<file path="src/rtl/iq_demod_pkg.sv">
// Shared encodings and defaults for the I/Q receive-side decoder.
package iq_demod_pkg;

  localparam logic PH_I = 1'b1;
  localparam logic PH_Q = 1'b0;

  localparam int unsigned WARMUP_DEF = 2;
  localparam int unsigned WARM_W     = 4;

  // Phase tag expected on the enabled cycle after a given one.
  function automatic logic ph_next(input logic ph);
    return (ph == PH_I) ? PH_Q : PH_I;
  endfunction

endpackage

</file>
<file path="src/rtl/diff_dec_acc.sv">
// Differential decoder: y = acc ^ c with an XOR accumulator when DIFF_DEC_EN is
// defined, otherwise a plain registered pass-through of the chip.
module diff_dec_acc (
  input  logic clk,
  input  logic rst_n,
  input  logic c_i,
  input  logic en_i,
  input  logic resync_i,
  output logic y_o
);

  logic y_q, y_d;

`ifdef DIFF_DEC_EN
  logic acc_q, acc_d;

  // Resync restarts the accumulator but still lets the in-flight chip out.
  always_comb begin
    acc_d = acc_q;
    y_d   = y_q;
    if (en_i) begin
      acc_d = acc_q ^ c_i;
      y_d   = acc_q ^ c_i;
    end
    if (resync_i) begin
      acc_d = 1'b0;
    end
  end

  always_ff @(posedge clk or negedge rst_n) begin
    if (!rst_n) begin
      acc_q <= 1'b0;
      y_q   <= 1'b0;
    end else begin
      acc_q <= acc_d;
      y_q   <= y_d;
    end
  end
`else
  logic unused_resync;
  assign unused_resync = resync_i;

  always_comb begin
    y_d = en_i ? c_i : y_q;
  end

  always_ff @(posedge clk or negedge rst_n) begin
    if (!rst_n) begin
      y_q <= 1'b0;
    end else begin
      y_q <= y_d;
    end
  end
`endif

  assign y_o = y_q;

endmodule

</file>
<file path="src/rtl/iq_p2s_diffdec.sv">
// Offset I/Q hard decisions to serial bits with differential decode, phase
// alternation monitor and warm-up gated validity. Decode enabled by DIFF_DEC_EN.
module iq_p2s_diffdec
  import iq_demod_pkg::*;
#(
  parameter int unsigned WARMUP = WARMUP_DEF,
  parameter int unsigned CNT_W  = 16
) (
  input  logic             clk,
  input  logic             reset,
  input  logic             clk_div2,
  input  logic             in_en,
  input  logic             b_i,
  input  logic             b_q,
  input  logic             clr_err,
  output logic             y,
  output logic             y_valid,
  output logic             phase_err,
  output logic [CNT_W-1:0] bit_cnt
);

  logic              i_q, i_d;
  logic              q_q, q_d;
  logic              en_q, en_d;
  logic              ph_last_q, ph_last_d;
  logic              ph_seen_q, ph_seen_d;
  logic [WARM_W-1:0] warm_q, warm_d;
  logic              y_valid_q, y_valid_d;
  logic              phase_err_q, phase_err_d;
  logic [CNT_W-1:0]  bit_cnt_q, bit_cnt_d;
  logic              chip_c;
  logic              err_c;

  assign chip_c = i_q ^ q_q;
  assign err_c  = in_en & ph_seen_q & (clk_div2 != ph_next(ph_last_q));

  always_comb begin
    i_d         = i_q;
    q_d         = q_q;
    en_d        = in_en;
    ph_last_d   = ph_last_q;
    ph_seen_d   = ph_seen_q;
    warm_d      = warm_q;
    y_valid_d   = 1'b0;
    bit_cnt_d   = bit_cnt_q;
    phase_err_d = err_c | (phase_err_q & ~clr_err);

    if (in_en) begin
      i_d       = b_i;
      q_d       = b_q;
      ph_last_d = clk_div2;
      ph_seen_d = 1'b1;
    end

    // Warm-up saturates at WARMUP; validity is judged on the pre-increment value.
    if (en_q) begin
      y_valid_d = (warm_q == WARM_W'(WARMUP));
      if (!y_valid_d) begin
        warm_d = warm_q + WARM_W'(1);
      end
    end

    if (err_c) begin
      warm_d = '0;
    end

    if (y_valid_d) begin
      bit_cnt_d = bit_cnt_q + CNT_W'(1);
    end
  end

  always_ff @(posedge clk or negedge reset) begin
    if (!reset) begin
      i_q         <= 1'b0;
      q_q         <= 1'b0;
      en_q        <= 1'b0;
      ph_last_q   <= 1'b0;
      ph_seen_q   <= 1'b0;
      warm_q      <= '0;
      y_valid_q   <= 1'b0;
      phase_err_q <= 1'b0;
      bit_cnt_q   <= '0;
    end else begin
      i_q         <= i_d;
      q_q         <= q_d;
      en_q        <= en_d;
      ph_last_q   <= ph_last_d;
      ph_seen_q   <= ph_seen_d;
      warm_q      <= warm_d;
      y_valid_q   <= y_valid_d;
      phase_err_q <= phase_err_d;
      bit_cnt_q   <= bit_cnt_d;
    end
  end

  diff_dec_acc u_dec (
    .clk      (clk),
    .rst_n    (reset),
    .c_i      (chip_c),
    .en_i     (en_q),
    .resync_i (err_c),
    .y_o      (y)
  );

  assign y_valid   = y_valid_q;
  assign phase_err = phase_err_q;
  assign bit_cnt   = bit_cnt_q;

endmodule

</file>
<file path="config.mk">
export PLATFORM = sky130hd
export DESIGN_NAME = iq_p2s_diffdec
export DESIGN_NICKNAME = d
export VERILOG_FILES = /design/src/rtl/iq_demod_pkg.sv /design/src/rtl/diff_dec_acc.sv /design/src/rtl/iq_p2s_diffdec.sv
export SDC_FILE = /design/constraint.sdc
export NUM_CORES = 1
export LEC_CHECK = 0
export CORE_UTILIZATION = 54
export CTS_CLUSTER_DIAMETER = 30
export DETAILED_ROUTE_END_ITERATION = 7
export DONT_BUFFER_PORTS = 1
export GPL_ROUTABILITY_DRIVEN = 0
export PLACE_DENSITY = 0.72
export SYNTH_ARGS = -nofsm -noshare
export SYNTH_HDL_FRONTEND = slang
export SYNTH_SLANG_ARGS = --single-unit
</file>
<file path="constraint.sdc">
create_clock -name clk -period 1.4 [get_ports clk]
set_input_delay 0.21 -clock clk [delete_from_list [all_inputs] [get_ports clk]]
set_output_delay 0.21 -clock clk [all_outputs]
set_load 0.05 [all_outputs]
</file>
==> results of run 1 <==
==> through the flow <==
| step | power [mW] | setup slack (ns) | std cells | util | hold WS, ns |
|---|---|---|---|---|---|
| 4_1_cts | 2.23 | -0.133 | 156 | 0.754 | 0.0187 |
| 3_5_place_dp | 1.78 | -0.175 | 148 | 0.706 | -0.0851 |
| 3_3_place_gp | 1.77 | -0.132 | 148 | 0.706 | -0.0849 |
| 5_1_grt | 2.39 | -0.169 | 156 | 0.776 | 0.00558 |
| 2_1_floorplan | 1.54 | -0.181 | 99 | - | -0.0856 |
| 6_report | 2.27 | -0.0847 | 156 | 0.776 | 0.0266 |
==> area by class of cell <==
class / instances / area [um^2] / area share
well taps: 27 / 33.8 / 0.0213
multi-input cells: 67 / 574 / 0.362
repair buffers: 28 / 228 / 0.144
inverters: 2 / 7.51 / 0.00474
flip-flops and latches: 28 / 706 / 0.445
clock buffers: 4 / 36.3 / 0.0229
==> worst register-to-register path, delay by kind of cell, from the launching register on <==
kind,cells,cell delay (ns)
simple gates,3,0.65
flops,1,0.41
xor+xnor,1,0.13
fa+ha+maj,1,0.12
buf+inv,1,0.08
==> sequential cells by signal (all words and copies together) (netlist names) <==
| name | cells |
|---|---|
| bit_cnt | 16 |
| warm_q | 4 |
| en_q | 1 |
| i_q | 1 |
| ph_last_q | 1 |
| ph_seen_q | 1 |
| phase_err | 1 |
| q_q | 1 |
| u_dec.y_o | 1 |
| y_valid | 1 |
==> cell usage in the layout, fill, tap and decap left out, drive strengths merged, types with 2 or more instances in the layout <==
cell type    synthesis  routed
a21oi                2       2
and3                 4       4
and4                 2       2
buf                  2      26
clkbuf               0       4
dfrtp               28      28
dlygate4sd3          0       2
ha                   3       3
inv                  2       2
mux2                 4       4
nand2                9       9
nand3                7       7
nand4                4       4
nor2                 5       5
or2                  2       2
xnor2               16      16
xor2                 4       4
==> power groups by stage <==
stage	combinational (mW)	clock [mW]	sequential, mW
6_report	0.798	0.388	1.09
2_1_floorplan	0.252	0	1.29
4_1_cts	0.745	0.401	1.08
5_1_grt	0.863	0.432	1.10
3_3_place_gp	0.669	0	1.10
3_5_place_dp	0.682	0	1.10
==> repair_timing <==
| action | 4_1_cts | 5_1_grt |
|---|---|---|
| setup buffers | 1 | 0 |
| endpoints found under the setup margin | 16 | 17 |
| gates resized for setup | 5 | 9 |
| endpoints found under the hold margin | 30 | 0 |
| hold buffers | 3 | 0 |
| pin swaps | 8 | 10 |
==> cell families (layout without fill, tap and decap cells) <==
kind of cell	count (synthesis)	after routing	synth area share
xor gates and xnor gates	20	20	0.143
AOI/OAI and AO/OA	3	3	0.0143
and+or+nand+nor	37	37	0.178
muxes	4	4	0.0368
buffers and inverters	4	34	0.0245
DFF	28	28	0.573
adders and majority gates	3	3	0.0307
==> worst max path at each step <==
stage                     startpoint           to  slack, ns
after floorplan            warm_q[0]   bit_cnt[8]      -0.18
after global placement     warm_q[0]  bit_cnt[10]      -0.13
after detailed placement   warm_q[0]  bit_cnt[12]      -0.17
after CTS                  warm_q[0]  bit_cnt[13]      -0.13
after global routing       warm_q[0]  bit_cnt[13]      -0.17
final                      warm_q[0]  bit_cnt[10]      -0.08
==> routing by layer <==
metal / part of all wire / routed length [um]
met2: 0.51 / 1110
met3: 0.052 / 114
met5: 0 / 0
met4: 0 / 0
met1: 0.44 / 950
==> results by stage, run 1 <==
Pwr:
- The maximum vdd drop is 1.45 mV.
- Of the total power, combinational logic draws 0.351.
- The analysis attributes to cell leakage a power of 0.757 nW.
- The clock network power share is 0.171.
- The power per cell area is 1430 mW/mm^2.
- Of the total power, the share spent switching nets is 0.360.
- The power dissipated by switching net loads is 819 uW.
- The internal portion of the total power is 1.45 mW.
- The part of the power in registers is 0.478.

Synthesis:
- Ranked by total cell area, the synthesized netlist is headed by dfrtp_1 (57%), xnor2_1 (11%), mux2_2 (3.7%).
- The synthesized cell area is 0.00122 mm^2.
- The sequential share of the synthesized area is 0.573.
- Counting instances in the post-synthesis netlist gives the leading cell types as dfrtp_1 (28), xnor2_1 (16), nand2_1 (9).
- The count of yosys warnings during synthesis is 0.
- After synthesis, the share of flip-flops with an asynchronous set or reset is 1.00.
- Of the post-synthesis cell area, the dominant cell type holds 0.573.
- The count of flip-flops with a built-in enable after synthesis is 0.
- Of all cell types, the one taking the most synthesized area is dfrtp_1.
- Dividing the synthesized area by the synthesized cell count gives 12.4 um^2.
- The cell with the most instances after synthesis is dfrtp_1.
- The synthesized design contains 28 register bits.
- In this run, distinct cell masters in the synthesized netlist total 22.
- The net count after synthesis is 109.
- The number of cells produced by synthesis is 99.
- The most used flip-flop cell after synthesis is dfrtp_1.

GRT:
- Entering global routing, the biggest net connects 29 pins.
- The met2 track demand over resource in global routing is 0.363.
- The global-route met1 utilization is 0.235.
- The global route total overflow is 0.
- The most congested layer reported by global routing is met2.
- In the global route stage, met3 resource usage came out at 0.0309.
- The first global-routing pass estimated 3640 um of wire.
- In the global route stage, overall resource usage came out at 0.195.
- The number of global-route vias before repair came to 866.
- The initial antenna violation count is 0.

Drt:
- The remaining antenna violation count is 0.
- The number of vias per cell after detailed routing is 5.26.
- The final routed wirelength across all metal layers is 2180 um.
- In the routed design, unresolved DRC markers number 0.
- After detailed routing, the average wire length per cell comes to 14.0 um.
- The total via count in the routed design is 820.
- After the first detailed-routing iteration, the DRC count stood at 8.
- The iteration count of the initial detailed-routing pass is 4.

Timing:
- Derived from the worst setup path, the maximum achievable clock frequency is 674 MHz.
- The worst relative slew slack is 0.663.
- The worst-case clock skew is 0.00720 ns.
- The slew at the pin closest to its max-slew limit is 0.502 ns.
- The number of pins with negative max-slew slack in the final report came to 0.
- For the final routed database, the setup TNS stands at -0.578 ns.
- The routed design could run at a clock period as short as 1.48 ns.
- The final worst-path cycle share is 1.06.
- The final count of hold timing violations is 0.
- Setup repair after global routing could not meet its margin everywhere.
- In the post-route analysis, the smallest setup slack over all paths is -0.0847 ns.
- Setup violations remaining at the end of the flow were counted as 11.

Worst setup path:
- The worst setup path is captured at a flop.
- The arrival time reported for the critical path endpoint is 1.70 ns.
- Traced cell by cell, the critical path runs through inv_2 -> ha_4 -> and4bb_2 -> and4_4 -> nand3_2 -> xnor2_1.
- In this run the register-to-register setup slack is -0.08 ns.
- Broken down by cell family, the worst path's largest delay share belongs to simple AND/OR/NAND/NOR gates.
- The critical path class is reg -> reg.
- The maximum net fanout on the critical path is 5.
- The startpoint identified for the worst register-to-register timing path is warm_q[0].
- The worst endpoint required time is 1.62 ns.
- The path depth of the worst reg2reg path is 6.
- The endpoint identified for the worst register-to-register timing path is bit_cnt[10].
- For this run, the slowest stage of the critical path takes 0.41 ns.
- The critical path crosses 6 cells after its start point.
- The worst path buffer plus inverter count is 1.
- The worst-path cell with the longest stage delay is dfrtp_1.
- STA classifies the critical path startpoint as a flop.

Layout:
- The cell area after layout is 0.00159 mm^2.
- The layout-stage area growth over the synthesis result is 29.6%.
- The fraction of final layout cells with drive strength greater than 1 is 0.473.
- Fill cells in the final layout number 148.
- The net count of the finished layout is 140.
- 0 antenna diodes ended up in the layout.

Floorplanning:
- The total die area is 0.00246 mm^2.
- The core footprint is 0.00204 mm^2.
- The total I/O pin count is 26.
- The number of rows in the core area is 16.
- The y dimension of the die is 49.6 um.
- The die is 49.6 um wide.
- The starting density of the core is 0.599.

Clock tree:
- The number of buffers added by the clock tree synthesis step is 3.
- The clock drives 28 sinks.
- The clock insertion delay at the later pin of the skew report is 0.32 ns.
- The register clock-pin slew on the reported worst setup and hold paths is 0.15 ns.
- The library cell used as clock root buffer is clkbuf_4.
- The worst-case clock buffer depth is 2.
- TritonCTS built the clock tree.
- The depth of the CTS H-tree is 1.

Hold path:
- The worst hold path begins at b_i.
- The instance count along the most critical hold path is 1.
- The worst hold path terminates at i_q.
- The worst hold path class is in -> reg.

Placed design:
- The count of buffers inserted at the top-level ports is 0.
- The total placed instance area is 0.00144 mm^2.
- The detailed placer's ending HPWL is 1550 um.

Status:
- The flow ran to the end, but the final reports show violations.
- The checks that failed: negative setup slack.

Flow run:
- Across the run, the number of max-cap violations was 0.
(Power assumes the default switching activity.)
==> run 2: changes to the inputs <==
TNS_END_PERCENT = 30   (was default)
==> run 2 against run 1 <==
Effect of this change: the flow still finishes with violations (negative setup slack); first-iteration DRC count did not move; clock-buffer cell count unchanged; fmax shrank 0.70%; sequential power about the same; clock power grew 1%; critical path depth unchanged; combinational power fell by 2%; sequential cell count is the same; clock skew shrank 0.0031 ns; critical path type unchanged; setup slack worse by 0.010 ns; routed wire length grew 3.5%; highest routed layer is now met4; final area down 0.63%.
==> results by stage, run 2 (same netlist as run 1, synthesis figures left out) <==
Floorplanning:
- The y dimension of the die is 49.6 um (unchanged).
- The starting density of the core was 0.599 (unchanged).
- The number of rows in the core area is 16 (unchanged).
- The total die area is 0.00246 mm^2 (unchanged).
- The total I/O pin count is 26 (unchanged).
- The core footprint was 0.00204 mm^2 (unchanged).
- The overall die width is 49.6 um (unchanged).

Status:
- The run finished, with violations left.
- The final reports fail on negative setup slack.

Clock tree:
- The number of buffers added by the clock tree synthesis step is 3 (unchanged).
- The clock insertion delay at the later pin of the skew report is 0.33 ns (about the same).
- The depth of the CTS H-tree came to 1 (unchanged).
- The register clock-pin slew on the reported worst setup and hold paths is 0.14 ns (about the same).
- The CTS tree is built.
- CTS placed an instance of clkbuf_4 at the clock tree root.
- The worst-case clock buffer depth is 2 (unchanged).
- The number of clock sinks seen by CTS was 28 (unchanged).

Worst setup path:
- The maximum net fanout on the critical path came to 5 (unchanged).
- The path depth of the worst reg2reg path is 6 (unchanged).
- The timing startpoint of the critical path is warm_q[0].
- The endpoint of the worst register-to-register path is bit_cnt[10].
- The worst endpoint required time is 1.66 ns (+0.04 ns).
- For this design, the slowest cell found on the critical path is dfrtp_1.
- Following the worst setup path forward leads to its endpoint at bit_cnt[10].
- The worst setup path is launched from a flop.
- The critical path class is reg -> reg.
- The largest incremental delay on the critical path came to 0.41 ns (about the same).
- The arrival time reported for the critical path endpoint is 1.75 ns (+0.05 ns).
- The flop-to-flop setup slack came to -0.1 ns (about the same).
- The launch instance of the worst register-to-register path is warm_q[0].
- The signal on the critical path passes through inv_2 -> ha_4 -> and4bb_1 -> and4_4 -> nand3_4 -> xnor2_2.
- The type of element capturing the critical path is a flop.

Layout:
- The cell area after layout is 0.00158 mm^2 (-0.63%).
- The layout net count is 143 (+2.1%).
- The layout-stage area growth over the synthesis result is 28.7%.
- The total inserted antenna cells is 0 (unchanged).
- The most frequent standard cell in the layout excluding fill and tap cells is dfrtp_1.
- The fraction of final layout cells with drive strength greater than 1 came to 0.379 (-0.0941).
- In the layout the commonest cells are dfrtp_1 (26), buf_4 (25), xnor2_1 (15), nand2_1 (8).
- The number of flip-flops under the largest register name is 16 (unchanged).

Placed design:
- The detailed placer's ending HPWL was 1540 um (-0.87%).
- The total placed instance area was 0.00141 mm^2 (-2.3%).
- The count of buffers inserted at the top-level ports is 0 (unchanged).

Pwr:
- The power dissipated by switching net loads came to 807 uW (-1.4%).
- The switching portion of total power is 0.356 (-0.00403).
- The cell-internal power came to 1.46 mW (+0.32%).
- The logic gate share of total power came to 0.347 (-0.004).
- The part of the power in registers was 0.480 (+0.002).
- The post-layout total power is 2.27 mW (-0.31%).
- The clock network power share is 0.173 (+0.002).
- The leakage component of the power was 0.738 nW (-2.5%).
- The power per cell area is 1440 mW/mm^2 (+0.33%).
- The maximum vdd drop is 1.36 mV (-6.2%).

Drt:
- The total DRC errors in the routed layout is 0 (unchanged).
- The total via count in the routed design came to 849 (+3.5%).
- The final routed wirelength across all metal layers came to 2260 um (+3.5%).
- The remaining antenna violation count is 0 (unchanged).
- The iteration count of the initial detailed-routing pass is 4 (unchanged).
- The average wire per cell in the routed design is 14.2 um (+1.6%).
- The DRC violation total after the first TritonRoute iteration is 8 (unchanged).
- The number of vias per cell after detailed routing is 5.34 (+1.6%).

GRT:
- The number of global-route vias before repair was 868 (+0.23%).
- The global-route wire length before repair was 3680 um (+1.1%).
- The global route total overflow was 0 (unchanged).
- The overall track demand over capacity in global routing came to 0.202 (+0.00638).
- The pin count of the biggest net entering global routing came to 29 (unchanged).
- The initial antenna violation count was 0 (unchanged).

Timing:
- The worst-case clock skew is 0.00413 ns (-0.00307 ns).
- The worst relative slew slack came to 0.668 (+0.00485).
- The worst hold slack is 0.0226 ns (-0.00398 ns).
- The number of pins with negative max-slew slack in the final report is 0 (unchanged).
- The final count of hold timing violations came to 0 (unchanged).
- The final worst-path cycle share is 1.07 (+0.00748).
- The number of setup violations in the final report was 10 (-1).
- The shortest period the worst path allows is 1.50 ns (+0.0105 ns).
- Setup repair after global routing could not meet its margin everywhere.
- The peak clock frequency supported by timing is 669 MHz (-0.70%).
- The sum of negative setup slack is -0.542 ns (+0.0357 ns).
- The post-route worst setup slack was -0.0951 ns (-0.0105 ns).
- The slew at the pin closest to its max-slew limit is 0.499 ns (-0.00341 ns).

Hold path:
- The tightest min-delay check is of the in -> reg type.
- The launch instance of the worst min-delay path is in_en.

Flow run:
- The number of max-cap violations came to 0 (unchanged).
==> run 2: what timing repair did <==
action,4_1_cts,5_1_grt
buffers inserted,1,1
hold buffers,3,3
hold endpoints to repair,30,3
pin swaps,4,6
endpoints found under the setup margin,14,17
gates resized for setup,5,5
==> run 2: worst min-delay path by stage <==
| stage | end | slack [ns] | cells after the start |
|---|---|---|---|
| global placement | phase_err | -0.09 | 0 |
| detailed placement | phase_err | -0.09 | 0 |
| CTS | i_q | 0.01 | 1 |
| global route | i_q | -0.0003 | 1 |
| floorplan | bit_cnt[0] | -0.09 | 0 |
| finish | i_q | 0.02 | 1 |
==> run 2: stage by stage <==
stage | util | setup WS (ns) | cells
2_1_floorplan | - | -0.181 | 99
3_3_place_gp | 0.691 | -0.0976 | 147
3_5_place_dp | 0.691 | -0.226 | 147
4_1_cts | 0.739 | -0.114 | 155
5_1_grt | 0.771 | -0.160 | 159
6_report | 0.771 | -0.0951 | 159
==> run 2: cell type report <==
type | instances | area [um^2]
fillers | 150 | 467
inverters | 2 | 7.51
multi-input cells | 67 | 537
well taps | 27 | 33.8
repair buffers | 31 | 258
clock buffers | 4 | 36.3
flip-flops and latches | 28 | 703
==> run 2: metal layers <==
layer  part of all wire  vias to the layer above  global-route usage  wire length [um]
met5                  0                        -                   0                 0
met2               0.52                       28               0.358              1180
met4              0.019                        0              0.0857                43
li1                   -                      402                   -                 -
met3              0.043                        5              0.0340                98
met1               0.41                      414               0.238               931
==> run 2: power by group through the flow <==
stage	registers, mW	logic [mW]	clock network, mW
after detailed placement	1.10	0.676	0
final	1.09	0.786	0.392
after floorplan	1.29	0.238	0
after global placement	1.09	0.659	0
after CTS	1.08	0.735	0.399
after global routing	1.11	0.854	0.436
==> run 2: worst max-delay path, delay by kind of cell (launching register included) <==
family                     cells  cell delay, ns
xor gates and xnor gates       1            0.19
adders and majority gates      1            0.12
buffers and inverters          1            0.07
DFF                            1            0.41
and+or+nand+nor                3            0.63
